## src/rtl/fpu_scheduler.sv

```systemverilog
// FP dispatch scheduler: hazard/port/divider stall logic, a write-back reservation
// shift register and the FP/integer pending-register scoreboards.
module fpu_scheduler #(
    parameter int ADD_LAT  = 3,
    parameter int MUL_LAT  = 2,
    parameter int DIV_LAT  = 10,
    parameter int SQRT_LAT = 12,
    parameter int MISC_LAT = 1,
    parameter int DEPTH    = 16
) (
    input  logic       clk,
    input  logic       rstn,
    input  logic       disp_valid,
    input  logic [2:0] disp_class,
    input  logic [4:0] disp_rd,
    input  logic       disp_fp_dst,
    input  logic [4:0] disp_rs1,
    input  logic [4:0] disp_rs2,
    input  logic [4:0] disp_rs3,
    input  logic [2:0] disp_rs_used,
    output logic       disp_ready,
    output logic       issue_valid,
    output logic [2:0] issue_class,
    output logic       div_busy,
    output logic       wb_valid,
    output logic [4:0] wb_rd,
    output logic       wb_fp_dst,
    output logic [2:0] wb_class
);

    localparam int CW = $clog2(DEPTH + 1);

    typedef struct packed {
        logic       valid;
        logic [4:0] rd;
        logic       fp_dst;
        logic [2:0] cls;
    } slot_t;

    slot_t [DEPTH-1:0] slot, slot_nxt;
    logic [31:0]       pend_fp, pend_int, pend_fp_nxt, pend_int_nxt;
    logic [CW-1:0]     div_cnt, lat;
    logic [2:0]        rs_busy;
    logic              is_div, waw, port_free, accept;

    always_comb begin
        case (disp_class)
            3'd0:    lat = CW'(ADD_LAT);
            3'd1:    lat = CW'(MUL_LAT);
            3'd2:    lat = CW'(DIV_LAT);
            3'd3:    lat = CW'(SQRT_LAT);
            default: lat = CW'(MISC_LAT);
        endcase
    end

    assign is_div = (disp_class == 3'd2) || (disp_class == 3'd3);

    // The op lands in slot[L-1] after the shift, so slot[L] must be empty now.
    // With L == DEPTH nothing can be ahead of it and the loop never matches.
    always_comb begin
        port_free = 1'b1;
        for (int i = 0; i < DEPTH; i++)
            if (i == int'(lat) && slot[i].valid) port_free = 1'b0;
    end

    assign rs_busy     = {pend_fp[disp_rs3], pend_fp[disp_rs2], pend_fp[disp_rs1]} & disp_rs_used;
    assign waw         = disp_fp_dst ? pend_fp[disp_rd] : pend_int[disp_rd];
    assign disp_ready  = ~|rs_busy & ~waw & port_free & ~(is_div & div_busy);
    assign accept      = disp_valid & disp_ready;
    assign issue_valid = accept;
    assign issue_class = disp_class;

    always_comb begin
        for (int i = 0; i < DEPTH - 1; i++) slot_nxt[i] = slot[i+1];
        slot_nxt[DEPTH-1] = '0;
        for (int i = 0; i < DEPTH; i++)
            if (accept && i == int'(lat) - 1)
                slot_nxt[i] = '{valid: 1'b1, rd: disp_rd, fp_dst: disp_fp_dst, cls: disp_class};
    end

    // Retire clears and accept sets never hit the same bit: the hazard check
    // stalls any op whose destination is still pending, including in its retire cycle.
    always_comb begin
        pend_fp_nxt  = pend_fp;
        pend_int_nxt = pend_int;
        if (slot[0].valid) begin
            if (slot[0].fp_dst) pend_fp_nxt[slot[0].rd]  = 1'b0;
            else                pend_int_nxt[slot[0].rd] = 1'b0;
        end
        if (accept) begin
            if (disp_fp_dst)          pend_fp_nxt[disp_rd]  = 1'b1;
            else if (disp_rd != 5'd0) pend_int_nxt[disp_rd] = 1'b1;
        end
    end

    always_ff @(posedge clk or negedge rstn) begin
        if (!rstn) begin
            slot     <= '0;
            pend_fp  <= '0;
            pend_int <= '0;
            div_cnt  <= '0;
        end else begin
            slot     <= slot_nxt;
            pend_fp  <= pend_fp_nxt;
            pend_int <= pend_int_nxt;
            if (accept && is_div)   div_cnt <= lat - CW'(1);
            else if (div_cnt != '0) div_cnt <= div_cnt - CW'(1);
        end
    end

    assign div_busy  = (div_cnt != '0);
    assign wb_valid  = slot[0].valid;
    assign wb_rd     = slot[0].rd;
    assign wb_fp_dst = slot[0].fp_dst;
    assign wb_class  = slot[0].cls;

endmodule

```

## config.mk

```make
export PLATFORM = sky130hd
export DESIGN_NAME = fpu_scheduler
export DESIGN_NICKNAME = d
export VERILOG_FILES = /design/src/rtl/fpu_scheduler.sv
export SDC_FILE = /design/constraint.sdc
export NUM_CORES = 1
export LEC_CHECK = 0
export ABC_CLOCK_PERIOD_IN_PS = 2600
export CELL_PAD_IN_SITES_DETAIL_PLACEMENT = 1
export CELL_PAD_IN_SITES_GLOBAL_PLACEMENT = 2
export CORE_ASPECT_RATIO = 0.8
export CORE_UTILIZATION = 39
export DETAILED_ROUTE_END_ITERATION = 12
export PLACE_DENSITY_LB_ADDON = 0.1
export SLEW_MARGIN = 10
export SYNTH_ARGS = -nofsm -noshare
export SYNTH_HDL_FRONTEND = slang
export SYNTH_SLANG_ARGS = --single-unit
export TNS_END_PERCENT = 100
```

## constraint.sdc

```tcl
create_clock -name clk -period 2.6 [get_ports clk]
set_input_delay 0.26 -clock clk [delete_from_list [all_inputs] [get_ports clk]]
set_output_delay 0.26 -clock clk [all_outputs]
set_load 0.02 [all_outputs]
```

==> results of run 1 <==
-- flip-flops by register name, summed over array words and instances (netlist names) --
register   flops
div_cnt        5
slot         150
wb_rd          5
wb_class       3
pend_fp       32
wb_fp_dst      1
wb_valid       1
pend_int      32
-- worst min path at each step --
stage,from,end,slack [ns],cells after the start
6_report,rstn,pend_fp[16]$_DFF_PN0_,0.31,2
5_1_grt,rstn,pend_fp[16]$_DFF_PN0_,0.36,2
4_1_cts,rstn,pend_fp[16]$_DFF_PN0_,0.34,2
3_5_place_dp,rstn,pend_fp[16]$_DFF_PN0_,0.30,1
3_3_place_gp,rstn,pend_fp[19]$_DFF_PN0_,0.29,1
2_1_floorplan,rstn,div_cnt[0]$_DFFE_PN0P_,-0.04,0
-- per-stage QoR --
stage	TNS, ns	setup slack, ns	total power [W]
3_3_place_gp	-154.35	-0.9118	0.004652
3_5_place_dp	-163.66	-1.038	0.004681
5_1_grt	-74.89	-0.5373	0.008536
4_1_cts	-56.86	-0.4198	0.008237
2_1_floorplan	-5.188	-0.1309	0.004195
6_report	-54.60	-0.4516	0.008218
-- report_power, final --
group	internal (W)	switching, W
Combinational	0.000454	0.000598
Clock	0.00199	0.00149
Sequential	0.00364	0.0000446
Total	0.00609	0.00213
-- cell families (layout without fill, tap and decap cells) --
| logic type | Yosys count | after routing |
|---|---|---|
| AO/OA/AOI/OAI | 183 | 183 |
| XOR/XNOR | 4 | 4 |
| other | 1 | 1 |
| adder cells (fa/ha/maj) | 6 | 6 |
| buffers and inverters | 92 | 276 |
| AND/OR/NAND/NOR | 174 | 174 |
| multiplexers | 172 | 172 |
| flip-flops | 229 | 229 |
-- per-layer routing --
metal / up-vias / track usage, % / wire length [um]
met5: - / 0 / 0
met4: 0 / 5.645 / 439
met3: 42 / 4.422 / 2079
met2: 245 / 36.56 / 16200
met1: 4312 / 37.09 / 17780
li1: 3535 / - / -
-- final cells by class --
cell class | instances | area (um^2) | share of cell area [%]
multi-input cells | 540 | 5762 | 38.48
flip-flops and latches | 229 | 5733 | 38.29
repair buffers | 216 | 2166 | 14.46
clock buffers | 34 | 699.4 | 4.671
well taps | 364 | 455.4 | 3.041
clock inverters | 11 | 100.1 | 0.6684
inverters | 15 | 58.81 | 0.3927
-- worst reg2reg max path, stage by stage (launching register included) --
cell,delay [ns]
sky130_fd_sc_hd__dfrtp_1,0.43
sky130_fd_sc_hd__mux4_2,0.48
sky130_fd_sc_hd__mux2_4,0.27
sky130_fd_sc_hd__or3_1,0.30
sky130_fd_sc_hd__nand4_1,0.16
sky130_fd_sc_hd__nand4_1,0.14
sky130_fd_sc_hd__buf_6,0.17
sky130_fd_sc_hd__or4b_4,0.54
sky130_fd_sc_hd__buf_8,0.17
sky130_fd_sc_hd__mux2_2,0.27
-- cell usage in the layout (no fill, tap or decap), drive strengths merged, types with 5 or more instances in the layout --
master | synthesis | layout
a21oi | 6 | 6
a22oi | 6 | 6
and2 | 7 | 7
and4 | 8 | 8
buf | 38 | 169
clkbuf | 39 | 39
clkdlybuf4s50 | 0 | 40
clkinv | 0 | 7
dfrtp | 229 | 229
ha | 6 | 6
inv | 15 | 16
mux2 | 124 | 124
mux2i | 19 | 19
mux4 | 29 | 29
nand2 | 28 | 28
nand2b | 23 | 23
nand3 | 20 | 20
nand4 | 11 | 11
nor2 | 20 | 20
nor2b | 12 | 12
nor3 | 5 | 5
nor4 | 6 | 6
o21ai | 71 | 71
o31ai | 63 | 63
or2 | 8 | 8
or3 | 5 | 5
or4 | 6 | 6
-- repair_timing --
item | in CTS | in global routing
endpoints found under the setup margin | 222 | 229
hold buffers | 1 | 0
cloned | 3 | 7
endpoints found under the hold margin | 75 | 0
gates resized for setup | 74 | 124
setup buffers | 9 | 6
pin swaps | 9 | 51
==> impl_metrics.py, run 1 <==
metrics = {
    "cts": {
        "clkSlewWorstSetupHoldPaths_ns": 0.06,
        "clk_path_buf_depth": 3,
        "clk-insertion-delay-late_ns": 0.54,
        "ctsRootBufferMaster": "sky130_fd_sc_hd__clkbuf_16",
        "cts_tree": "built",
        "cts.sinks": 229,
        "numCtsBuffers": 25,
        "htreeDepth": 1,
    },
    "logic_synthesis": {
        "ys_ff_latch": 229,
        "post_synth_simple_gate_area_pct": 9.770,
        "number_of_enable_flip_flop_cells_after_synthesis": 0,
        "synth_xor_xnor_area_share_pct": 0.3207,
        "synth_top_cells_by_area": "sky130_fd_sc_hd__dfrtp_1, sky130_fd_sc_hd__mux2_2, sky130_fd_sc_hd__mux4_2",
        "synth_area_per_cell_um2": 12.69,
        "synthesis.area_mm2": 0.01092,
        "synthTopCellsByCount": "sky130_fd_sc_hd__dfrtp_1, sky130_fd_sc_hd__mux2_2, sky130_fd_sc_hd__o21ai_0",
        "synth_top_area_share_pct": 52.46,
        "ys_types": 60,
        "synth_flop_cell": "sky130_fd_sc_hd__dfrtp_1",
        "netlist.top_cell.by_area": "sky130_fd_sc_hd__dfrtp_1",
        "synth-adder-area-share_pct": 0.6872,
        "postSynthNetCount": 897,
        "synth_compound_area_share_pct": 11.09,
        "syn_inst": 861,
        "synth.area.mux_share_pct": 21.57,
        "synth-warning-count": 0,
        "combinational_family_with_the_most_area_after_synthesis": "multiplexers",
        "synth_most_common_cell": "sky130_fd_sc_hd__dfrtp_1",
        "postSynth.asyncResetShare_pct": 100.0,
        "synth_seq_area_share_pct": 52.46,
    },
    "setup_path": {
        "worst_setup_path_end_kind": "flop",
        "termination_of_the_worst_setup_path": "slot[37]$_DFF_PN0_",
        "critical_path_peak_fanout": 7,
        "critPathTopFamily": "simple AND/OR/NAND/NOR gates",
        "ff2ff_path_depth": 9,
        "critPathArrivalTime_ns": 3.46,
        "setup.worst_path.class": "flop to flop",
        "critPathSlowestCell": "sky130_fd_sc_hd__or4b_4",
        "critical_path.n_buffers_inverters": 2,
        "worst_path_most_repeated_cell": "sky130_fd_sc_hd__nand4_1",
        "worstPathCellList": "mux4_2 -> mux2_4 -> or3_1 -> nand4_1 -> nand4_1 -> buf_6 -> or4b_4 -> buf_8 -> mux2_2",
        "reg2reg_to": "slot[37]$_DFF_PN0_",
        "cpPeakStageDelay_ns": 0.54,
        "worstSetupStartpointType": "flop",
        "worstSetupPathDepth": 9,
        "worst-endpoint-required_ns": 3.01,
        "regToRegSetupSlack_ns": -0.45,
        "reg2reg_from": "pend_fp[26]$_DFF_PN0_",
        "cp-startpoint": "pend_fp[26]$_DFF_PN0_",
    },
    "finish": {
        "syn2layout_area_growth_pct": 37.08,
        "antennaDiodeCount": 0,
        "layout-drive-gt1-share_pct": 45.93,
        "final_core_util_pct": 54.72,
        "post_layout_nonfiller_instances": 1409,
        "fin_nets": 1063,
        "fill_cells": 2681,
        "finish.instance_area_mm2": 0.01497,
    },
    "sta": {
        "final-setup-viol-count": 225,
        "grt_setup_unrepaired": "true",
        "worst_pin_slew_ns": 1.047,
        "finalClockSkew_ns": 0.01286,
        "timing.final.crit_share_pct": 117.4,
        "fin_crit_ns": 3.052,
        "worst_hold_margin_ns": 0.3149,
        "slew_viol_final": 0,
        "worst_slack_ns": -0.4516,
        "slew_limit_headroom_pct": 29.97,
        "maxClockFrequency_mhz": 327.7,
        "hold_viol_final": 0,
    },
    "placed_design": {
        "placement.cell_area_mm2": 0.01281,
        "gp_routability_congestion": 0.8506,
        "post-place-cells": 1341,
        "dpl.hpwl_um": 22990,
        "buffer_ports.inserted": 45,
    },
    "route": {
        "ant_nets": 0,
        "first_iter_violations": 645,
        "firstDrtPassIters": 4,
        "drc": 0,
        "route.detailed.vias_per_inst": 5.773,
        "route.detailed.wl_per_inst_um": 25.91,
        "route.final.wire_length_um": 36500,
        "vias": 8134,
    },
    "power": {
        "pwr_density_cell_mw_per_mm2": 548.8,
        "leakagePower_nw": 6.366,
        "vdd.ir_drop.worst_mv": 0.3999,
    },
    "floorplan": {
        "floorplan.die.height_um": 151.7,
        "floorplan.initialDensity_pct": 39.92,
        "std_cell_rows": 54,
        "io_pins": 46,
        "floorplan.die.width_um": 189.1,
        "die_area_mm2": 0.02869,
        "core_area_mm2": 0.02736,
    },
    "global_routing": {
        "globalRouteOverflowTotal": 0,
        "vias_in_the_first_global_route": 8625,
        "wire_length_of_the_first_global_routing_pass_um": 53350,
        "initial_antenna_violation_count": 0,
        "globalRouteTotalUtil_pct": 24.59,
        "grt_start_max_net_pins": 80,
    },
    "run": {
        "number_of_maximum_capacitance_constraint_violations": 0,
    },
    "min_path": {
        "worstHoldPathType": "input pin to asynchronous set/reset pin",
    },
    "status": {
        "violations": "setup timing",
        "status": "finished with violations",
    },
}
Note: power is estimated with default switching activity, not from simulation.
==> inputs of run 2 (changes only) <==
--- a/config.mk
+++ b/config.mk
@@ -6,11 +6,13 @@
 export NUM_CORES = 1
 export LEC_CHECK = 0
 export ABC_CLOCK_PERIOD_IN_PS = 2600
+export CAP_MARGIN = 20
 export CELL_PAD_IN_SITES_DETAIL_PLACEMENT = 1
 export CELL_PAD_IN_SITES_GLOBAL_PLACEMENT = 2
 export CORE_ASPECT_RATIO = 0.8
 export CORE_UTILIZATION = 39
 export DETAILED_ROUTE_END_ITERATION = 12
+export GPL_TIMING_DRIVEN = 0
 export PLACE_DENSITY_LB_ADDON = 0.1
 export SLEW_MARGIN = 10
 export SYNTH_ARGS = -nofsm -noshare
==> impl_metrics.py, run 2 (same netlist as run 1, synthesis figures left out) <==
metrics = {
    "status": {
        "status": "finished with violations",
        "violations": "setup timing",
    },
    "setup_path": {
        "critPathSlowestCell": "sky130_fd_sc_hd__mux4_2",
        "worstSetupStartpointType": "flop",
        "worst_setup_path_end_kind": "primary output",
        "critical_path_peak_fanout": 5,
        "reg2reg_to": "wb_class[0]$_DFF_PN0_",
        "reg2reg_from": "pend_fp[18]$_DFF_PN0_",
        "ff2ff_path_depth": 10,
        "worst-endpoint-required_ns": 2.34,
        "setup.worst_path.class": "flop to primary output",
        "critPathArrivalTime_ns": 3.09,
        "regToRegSetupSlack_ns": -0.61,
        "worst_path_most_repeated_cell": "sky130_fd_sc_hd__buf_6",
        "worstPathCellList": "mux4_2 -> mux2_4 -> or3_1 -> nand4_1 -> and4_1 -> buf_6 -> nand3_4 -> buf_6 -> buf_12 -> inv_6 -> buf_6",
        "cpPeakStageDelay_ns": 0.48,
    },
    "global_routing": {
        "wire_length_of_the_first_global_routing_pass_um": 53870,
        "vias_in_the_first_global_route": 8587,
        "globalRouteOverflowTotal": 0,
        "grt_start_max_net_pins": 113,
        "initial_antenna_violation_count": 0,
        "globalRouteTotalUtil_pct": 25.07,
    },
    "route": {
        "route.detailed.vias_per_inst": 5.929,
        "first_iter_violations": 383,
        "route.detailed.wl_per_inst_um": 26.51,
        "ant_nets": 0,
        "route.final.wire_length_um": 36000,
        "vias": 8052,
        "drc": 0,
        "firstDrtPassIters": 4,
    },
    "finish": {
        "mostFrequentLayoutCell": "sky130_fd_sc_hd__dfrtp_1",
        "fin_nets": 1014,
        "layout-drive-gt1-share_pct": 42.66,
        "layout.cells.most_common_list": "sky130_fd_sc_hd__dfrtp_1, sky130_fd_sc_hd__o21ai_0, sky130_fd_sc_hd__mux2_4",
        "largestRegisters": "slot (150), pend_fp (32), pend_int (32)",
        "largest_register_ff_count": 150,
        "syn2layout_area_growth_pct": 33.64,
        "antennaDiodeCount": 0,
        "largest_register": "slot",
    },
    "sta": {
        "hold_viol_final": 0,
        "grt_setup_unrepaired": "true",
        "worst_slack_ns": -0.7461,
        "finalClockSkew_ns": 0.02265,
        "final-setup-viol-count": 228,
        "slew_viol_final": 0,
        "fin_crit_ns": 3.346,
        "timing.final.crit_share_pct": 128.7,
        "slew_limit_headroom_pct": 20.91,
        "worst_pin_slew_ns": 1.186,
        "maxClockFrequency_mhz": 298.9,
    },
    "power": {
        "vdd.ir_drop.worst_mv": 0.4239,
        "pwr_density_cell_mw_per_mm2": 550.2,
        "pwr_total_w": 0.008033,
        "leakagePower_nw": 6.103,
    },
    "cts": {
        "ctsRootBufferMaster": "sky130_fd_sc_hd__clkbuf_16",
        "clk_path_buf_depth": 3,
        "cts_tree": "built",
        "clkSlewWorstSetupHoldPaths_ns": 0.06,
        "clk-insertion-delay-late_ns": 0.54,
        "cts.sinks": 229,
        "htreeDepth": 1,
        "numCtsBuffers": 24,
    },
    "floorplan": {
        "floorplan.die.width_um": 189.1,
        "die_area_mm2": 0.02869,
        "std_cell_rows": 54,
        "io_pins": 46,
        "core_area_mm2": 0.02736,
        "floorplan.initialDensity_pct": 39.92,
        "floorplan.die.height_um": 151.7,
    },
    "min_path": {
        "min_to": "slot[11]$_DFF_PN0_",
        "worstHoldPathType": "input pin to flop",
        "min_from": "disp_class[1]",
        "min_path_cells": 2,
    },
    "placed_design": {
        "gp_routability_congestion": 0.8114,
        "buffer_ports.inserted": 34,
        "detailedPlace.worstSlack_ns": -1.979,
        "dpl.hpwl_um": 22640,
    },
    "run": {
        "number_of_maximum_capacitance_constraint_violations": 0,
    },
}
run 2: cell types whose count changed in the layout (fill, tap and decap cells not counted), moves of 4 or more:
cell,previous run,this run
sky130_fd_sc_hd__buf_6,17,21
sky130_fd_sc_hd__clkbuf_1,5,26
sky130_fd_sc_hd__mux2_4,39,65
sky130_fd_sc_hd__mux2_2,85,59
sky130_fd_sc_hd__o31ai_4,47,40
sky130_fd_sc_hd__buf_4,129,42
sky130_fd_sc_hd__dfrtp_2,2,6
sky130_fd_sc_hd__buf_1,0,7
sky130_fd_sc_hd__o31ai_2,15,22
sky130_fd_sc_hd__clkbuf_2,0,8
sky130_fd_sc_hd__clkdlybuf4s50_1,40,26
sky130_fd_sc_hd__dfrtp_1,227,223
run 2: worst max-delay path by stage:
stage / from / to / slack, ns / cells past startpoint
after floorplan: pend_fp[23]$_DFF_PN0_ / slot[20]$_DFF_PN0_ / -0.13 / 9
after global placement: rstn / slot[86]$_DFF_PN0_ / -8.02 / 1
after detailed placement: disp_rd[1] / issue_valid / -1.98 / 14
after CTS: pend_fp[19]$_DFF_PN0_ / issue_valid / -0.73 / 11
after global routing: pend_fp[19]$_DFF_PN0_ / issue_valid / -0.81 / 11
final: pend_fp[18]$_DFF_PN0_ / issue_valid / -0.75 / 11
run 2: stage by stage:
stage           TNS, ns  area, um^2  cells  utilization (%)  hold WS [ns]
2_1_floorplan    -5.188       11070    861                -      -0.03559
3_3_place_gp   -2129.49       11870   1259            43.37        0.4118
3_5_place_dp    -304.63       11930   1261            43.60        0.1406
4_1_cts          -77.80       13830   1339            50.54        0.1066
5_1_grt         -100.54       14600   1358            53.35        0.1219
6_report         -87.00       14600   1358            53.35        0.1237
run 2: layout make-up:
type | instances | area (um^2)
Fill cell | 2659 | 12760
Clock buffer | 31 | 646.9
Buffer | 75 | 654.4
Clock inverter | 11 | 102.6
Inverter | 15 | 61.31
Tap cell | 364 | 455.4
Timing Repair Buffer | 93 | 1061
Multi-Input combinational cell | 540 | 5879
Sequential cell | 229 | 5738
run 2: critical path, delay by kind of cell, from the launching register on:
kind / cells / cell delay [ns]
simple gates: 4 / 0.78
flops: 1 / 0.45
buf+inv: 5 / 0.57
mux: 2 / 0.76
run 2: metal layers:
metal | vias to the layer above | global-route usage (%) | share of wire [%]
met4 | 0 | 7.298 | 2.0
met5 | - | 0 | 0
met1 | 4329 | 36.44 | 48
li1 | 3445 | - | -
met2 | 224 | 38.40 | 46
met3 | 54 | 4.330 | 4.8
run 2: power by group:
part           switching, W  total (W)  leakage, nW  internal, W
Sequential        0.0000498    0.00369         2.82      0.00364
Combinational      0.000592   0.000993         2.92     0.000401
Clock               0.00149    0.00335        0.362      0.00187
Total               0.00213    0.00803         6.10      0.00591
run 2: what timing repair did:
item / 4_1_cts / 5_1_grt
pin swaps: 19 / 32
setup endpoints to repair: 229 / 229
cloned: 4 / 3
endpoints found under the hold margin: 117 / 0
setup buffers: 32 / 20
hold buffers: 1 / 0
resized for setup: 200 / 98
==> inputs of run 3 (changes only) <==
--- a/config.mk
+++ b/config.mk
@@ -12,7 +12,7 @@
 export CORE_ASPECT_RATIO = 0.8
 export CORE_UTILIZATION = 39
 export DETAILED_ROUTE_END_ITERATION = 12
-export GPL_TIMING_DRIVEN = 0
+export GPL_ROUTABILITY_DRIVEN = 0
 export PLACE_DENSITY_LB_ADDON = 0.1
 export SLEW_MARGIN = 10
 export SYNTH_ARGS = -nofsm -noshare
==> results of run 3 <==
The final DEF is identical to that of run 1; final timing and power are the same.
